`src/rtl/cpu_player.sv`:
```
// cpu_player: computer-controlled Tug of War opponent producing a synthetic active-low key.
// Optional macro CPU_PLAYER_TICK_EN: decisions, LFSR steps and hold/gap counts advance on a prescaled tick.
module cpu_player #(
   parameter int HOLD_CYC = 2,
   parameter int GAP_CYC  = 2,
   parameter int TICK_W   = 16
) (
   input  logic       clk,
   input  logic       reset,
   input  logic       enable,
   input  logic [8:0] difficulty,
   output logic       key_n,
   output logic       press_pulse,
   output logic [9:0] lfsr_q
);
   localparam int CMAX = (HOLD_CYC > GAP_CYC) ? HOLD_CYC : GAP_CYC;
   localparam int CW = $clog2(CMAX + 1);

   typedef enum logic [1:0] {IDLE, PRESS, RELEASE} state_t;

   state_t state, state_d;
   logic [CW-1:0] cnt, cnt_d;
   logic key_d, pulse_d, press_req, tick;

`ifdef CPU_PLAYER_TICK_EN
   logic [TICK_W-1:0] pre;
   assign tick = &pre;
   // free-running prescaler; the tick marks its wrap back to zero
   always_ff @(posedge clk or posedge reset)
      if (reset) pre <= '0;
      else pre <= pre + 1'b1;
`else
   // without the prescaler every clock is a tick (TICK_W is always positive)
   assign tick = TICK_W > 0;
`endif

   // XNOR LFSR; all-ones lockup is unreachable from zero
   always_ff @(posedge clk or posedge reset)
      if (reset) lfsr_q <= '0;
      else if (tick) lfsr_q <= {lfsr_q[8:0], ~(lfsr_q[9] ^ lfsr_q[6])};

   assign press_req = enable && ({1'b0, difficulty} > lfsr_q);

   // state, counter and registered outputs
   always_ff @(posedge clk or posedge reset)
      if (reset) begin
         state       <= IDLE;
         cnt         <= '0;
         key_n       <= 1'b1;
         press_pulse <= 1'b0;
      end else begin
         state       <= state_d;
         cnt         <= cnt_d;
         key_n       <= key_d;
         press_pulse <= pulse_d;
      end

   // press/hold/release sequencing; an enable drop aborts only an active press
   always_comb begin
      state_d = state;
      cnt_d   = cnt;
      key_d   = 1'b1;
      pulse_d = 1'b0;
      case (state)
         IDLE:
            if (tick && press_req) begin
               state_d = PRESS;
               key_d   = 1'b0;
               pulse_d = 1'b1;
               cnt_d   = CW'(HOLD_CYC - 1);
            end
         PRESS:
            if (!enable) state_d = IDLE;
            else if (!tick) key_d = 1'b0;
            else if (cnt == '0) begin
               state_d = RELEASE;
               cnt_d   = CW'(GAP_CYC - 1);
            end else begin
               key_d = 1'b0;
               cnt_d = cnt - 1'b1;
            end
         RELEASE:
            if (tick) begin
               if (cnt == '0) state_d = IDLE;
               else cnt_d = cnt - 1'b1;
            end
         default: state_d = IDLE;
      endcase
   end
endmodule

```
`config.mk`:
```
export PLATFORM = sky130hd
export DESIGN_NAME = cpu_player
export DESIGN_NICKNAME = d
export VERILOG_FILES = /design/src/rtl/cpu_player.sv
export SDC_FILE = /design/constraint.sdc
export NUM_CORES = 1
export LEC_CHECK = 0
export CORE_MARGIN = 10
export CORE_UTILIZATION = 45
export CTS_BUF_LIST = sky130_fd_sc_hd__clkbuf_8
export DETAILED_ROUTE_END_ITERATION = 7
export GPL_TIMING_DRIVEN = 0
export PLACE_DENSITY = 0.74
export SKIP_LAST_GASP = 1
export SYNTH_ARGS = -nofsm -noshare
export SYNTH_HDL_FRONTEND = slang
export SYNTH_SLANG_ARGS = --single-unit
```
`constraint.sdc`:
```
create_clock -name clk -period 2.15 [get_ports clk]
set_clock_uncertainty 0.2 [all_clocks]
set_input_delay 0.43 -clock clk [delete_from_list [all_inputs] [get_ports clk]]
set_output_delay 0.43 -clock clk [all_outputs]
set_load 0.1 [all_outputs]
```
Word level (Yosys, flattened, before mapping)
Cells that the tools add are included.
- register bits: 16
- input port bits: 12
- output and inout bits: 12
- word-level logic and storage cells: 37
- add/sub/neg operators: 1
- magnitude comparators: 1
- eq/ne operators: 7
- muxes and demuxes: 15
- bitwise operators: 2
- reduce and logical (&&, ||, !) cells: 6
- operators by type and width (cell ; number):
    $mux W2 ; 7
    $pmux W2 S3 ; 2
    $gt A9 B10 Y1 ; 1
    $ne A2 B2 Y1 const B ; 4
    $mux W1 ; 5
    $logic_not A2 Y1 ; 2
    $reduce_and A4 Y1 ; 1
    $ne A3 B3 Y1 const B ; 1
    $reduce_and A3 Y1 ; 1
    $reduce_bool A3 Y1 ; 1
    $eq A2 B1 Y1 const B ; 1
    $eq A2 B2 Y1 const B ; 1
    $pmux W1 S2 ; 1
    $sub A2 B1 Y2 const B ; 1
    $logic_and A1 B1 Y1 ; 1
    $not A1 Y1 ; 1
    $xor A1 B1 Y1 ; 1

Longest topological paths before layout
- word-level depth: 4
- depth in mapped cells: 8
- depth with buffers taken out: 8

Worst setup path before layout
No wires, ideal clock.
- kind: flip-flop to flip-flop
- start point: reg lfsr_q[5]
- end point: reg cnt[0]
- setup time: 0.125 ns
- arrival: 2.407 ns
- data required time: 1.825 ns
- setup slack: -0.582 ns
- stages on the path, launching flop included: 9
- path buffers: 0
- clock period less this slack: 2.732 ns
- path through: dfrtp_1 > inv_1 > ha_1 > and4_4 > o21ai_2 > a31oi_4 > o221ai_4 > a21oi_4 > mux2_4
- longest elaborated chain between the ends: 4
- RTL lines (element ; RTL line ; source):
    start, declared ; 14 ; output logic [9:0] lfsr_q
    start signal, assigned ; 40 ; else if (tick) lfsr_q <= {lfsr_q[8:0], ~(lfsr_q[9] ^ lfsr_q[6])};
    $gt A9 B10 Y1 ; 42 ; assign press_req = enable && ({1'b0, difficulty} > lfsr_q);
    $logic_and A1 B1 Y1 ; 42 ;
    $ne A2 B2 Y1 (no source line) ; - ;
    $reduce_and A4 Y1 (no source line) ; - ;
    end signal, assigned ; 53 ; cnt <= cnt_d;
    end, declared ; 22 ; logic [CW-1:0] cnt, cnt_d;
No other way between the ends.
A chain may end at the register's enable or synchronous reset.

Final worst setup path
- start point: reg lfsr_q[3]
- end point: out lfsr_q[3]
No word-level cell between the ends.

==> results.toml <==
[yosys]
syn_area_um2 = 932
seq_area_frac_synth = 0.431
netlist_instances = 83
avgSynthCellArea_um2 = 11.2
synthDistinctLibCells = 24
ys_warn_count = 0
syn-num-nets = 110
ys_ff_latch = 16

[finish]
num_antenna_cells = 0
finalCoreUtilization = 0.708
layout.cells.non_filler = 142
syn2layout_area_growth_pct = 49.0
nets = 143
fillerInstances = 148
layout-drive-gt1-share = 0.400
regArea_um2 = 433
multiInputGateArea_um2 = 577

[place]
place_hpwl_um = 1540
placed_cells = 133
port_buffers = 23
gp_congestion = 0.721
dp_slack_ps = -445

[global_route]
grt_pass1_wl_um = 3460
grt.overflow.total = 0
grt_pass1_vias = 736
track_usage = 0.102
antenna_found_initial = 0
grt_max_degree = 17

[floorplanning]
start_util = 0.475
dieHeight_um = 65.5
rows = 16
num_io_pins = 24
core_area_mm2 = 0.00196
die_x_um = 65.5
dieArea_mm2 = 0.00429

[critical_path]
ff2ff_setup_slack_ps = 30
crit_buf_inv = 1
cp.depth = 1
cp_data_required_time_ps = 1520
slowest_stage = "clkdlybuf4s15_1"
critical_path_class = "flop to output pin"
crit_path_start_kind = "flop"
critPathTopFamily = "buffers and inverters"
arrival_ps = 1490
endpoint_kind = "output pin"
cp_slowest_stage_delay_ps = 830
worstRegToRegCells = 8
critPathMaxFanout = 3
crit_chain = "clkdlybuf4s15_1"

[sta]
fmax_ghz = 0.471
hold_ws_ps = 207
period_share = 0.987
slew-limit-headroom = 0.359
finalSetupTns_ps = 0
layout_min_cycle_time_ps = 2120
setup_ws_ps = 27.4
hold_viol_final = 0
tightest_slew_ps = 966
maxSlewViolCount = 0
finalSetupViolCount = 0
rsz0062_at_grt = "yes"

[drt]
avgRoutedWirePerCell_um = 14.5
num_vias = 684
antenna_left = 0
wl_um = 2070
vias_per_cell = 4.82
drt_iter0_markers = 25
drc = 0
first_pass_iters = 5

[pwr]
vdd.ir_drop.worst_v = 0.000574
power_density_mw_per_mm2 = 797
p_leak_nw = 0.639

[cts]
clk_path_buf_depth = 2
cts_sinks = 16
clkTransAtPathRegs_ps = 60
hold_buffers = 0
cts_tree = "yes"
root_buffer = "clkbuf_8"
cts_made_buffers = 3
clock_latency_ps = 250
htree_levels = 1

[worst_hold_path]
hp-class = "flop to flop"
hold_depth = 0

[flow_run]
drv_cap = 0

[outcome]
status = "completed"
cell usage in the layout, fill, tap and decap left out, types with 2 or more instances in the layout:
master / netlist / routed
ha_4: 0 / 7
dlygate4sd2_1: 0 / 10
a21oi_1: 6 / 6
nand3_1: 3 / 2
dfrtp_1: 15 / 6
nor2_1: 3 / 3
nand2_1: 5 / 5
clkbuf_8: 0 / 3
clkdlybuf4s50_1: 0 / 2
clkdlybuf4s15_2: 0 / 2
ha_1: 15 / 7
clkdlybuf4s15_1: 0 / 4
clkbuf_2: 0 / 5
mux2i_1: 2 / 2
dfrtp_4: 0 / 8
buf_4: 0 / 4
inv_2: 0 / 4
o21ai_0: 2 / 2
inv_1: 17 / 14
path summary, 6_finish.rpt:
kind | from | endpoint
max | lfsr_q[3] | lfsr_q[3]
min | lfsr_q[0] | lfsr_q[1]
max reg2reg | lfsr_q[3] | cnt[0]
min reg2reg | lfsr_q[0] | lfsr_q[1]
max in group asynchronous | reset | lfsr_q[8]
min in group asynchronous | reset | lfsr_q[4]
report_power, final:
| part | leakage, nW | total, mW | switching (mW) | internal [mW] |
|---|---|---|---|---|
| Sequential | 0.190 | 0.369 | 0.0244 | 0.345 |
| Clock | 0.0269 | 0.223 | 0.0970 | 0.126 |
| Combinational | 0.422 | 0.514 | 0.302 | 0.212 |
repair_timing:
action,4_1_cts,5_1_grt
gates resized for setup,41,13
endpoints found under the hold margin,0,0
pin swaps,12,8
endpoints found under the setup margin,15,15
buffers inserted,3,2
cells by family after synthesis:
logic type,synth area share
DFF,0.431
AOI/OAI and AO/OA,0.160
muxes,0.0376
xor gates and xnor gates,0.00940
adders and majority gates,0.201
buffers and inverters,0.0685
and+or+nand+nor,0.0926
layout make-up:
type	instances	share of cell area
clock buffers	3	0.0297
inverters	17	0.0459
well taps	27	0.0243
repair buffers	28	0.170
flip-flops and latches	16	0.312
clock inverters	1	0.00270
multi-input cells	50	0.415
flip-flops by register name, indices dropped and copies added, names as in the netlist:
name	count
lfsr_q	10
key_n	1
state	2
cnt	2
press_pulse	1
metal layers:
layer | wire, um | global-route usage | part of all wire | vias up
met5 | 0 | 0 | 0 | -
met4 | 34 | 0.0321 | 0.016 | 0
li1 | - | - | - | 344
met1 | 875 | 0.107 | 0.42 | 318
met3 | 116 | 0.0305 | 0.056 | 4
met2 | 1040 | 0.188 | 0.50 | 18
cells in the mapped netlist, drive strengths merged:
cell | instances | area share
ha | 15 | 0.20
a21oi | 7 | 0.050
nand4b | 1 | 0.026
o221ai | 1 | 0.028
xnor2 | 1 | 0.0094
a221o | 1 | 0.011
dfrtp | 15 | 0.40
nor2 | 3 | 0.012
nor2b | 1 | 0.0067
mux2i | 2 | 0.021
a31oi | 1 | 0.023
o21ai | 4 | 0.026
dfstp | 1 | 0.028
mux2 | 1 | 0.016
inv | 17 | 0.068
nand2 | 5 | 0.020
o21a | 1 | 0.0081
and4 | 1 | 0.012
nand3 | 3 | 0.016
a21o | 1 | 0.0081
o22ai | 1 | 0.0067
stage by stage:
stage | power [mW] | instance area (um^2)
final | 1.11 | 1390
after global routing | 1.17 | 1390
after CTS | 1.09 | 1380
after detailed placement | 0.851 | 1240
after global placement | 0.840 | 1240
after floorplan | 0.752 | 976
(Power assumes the default switching activity.)
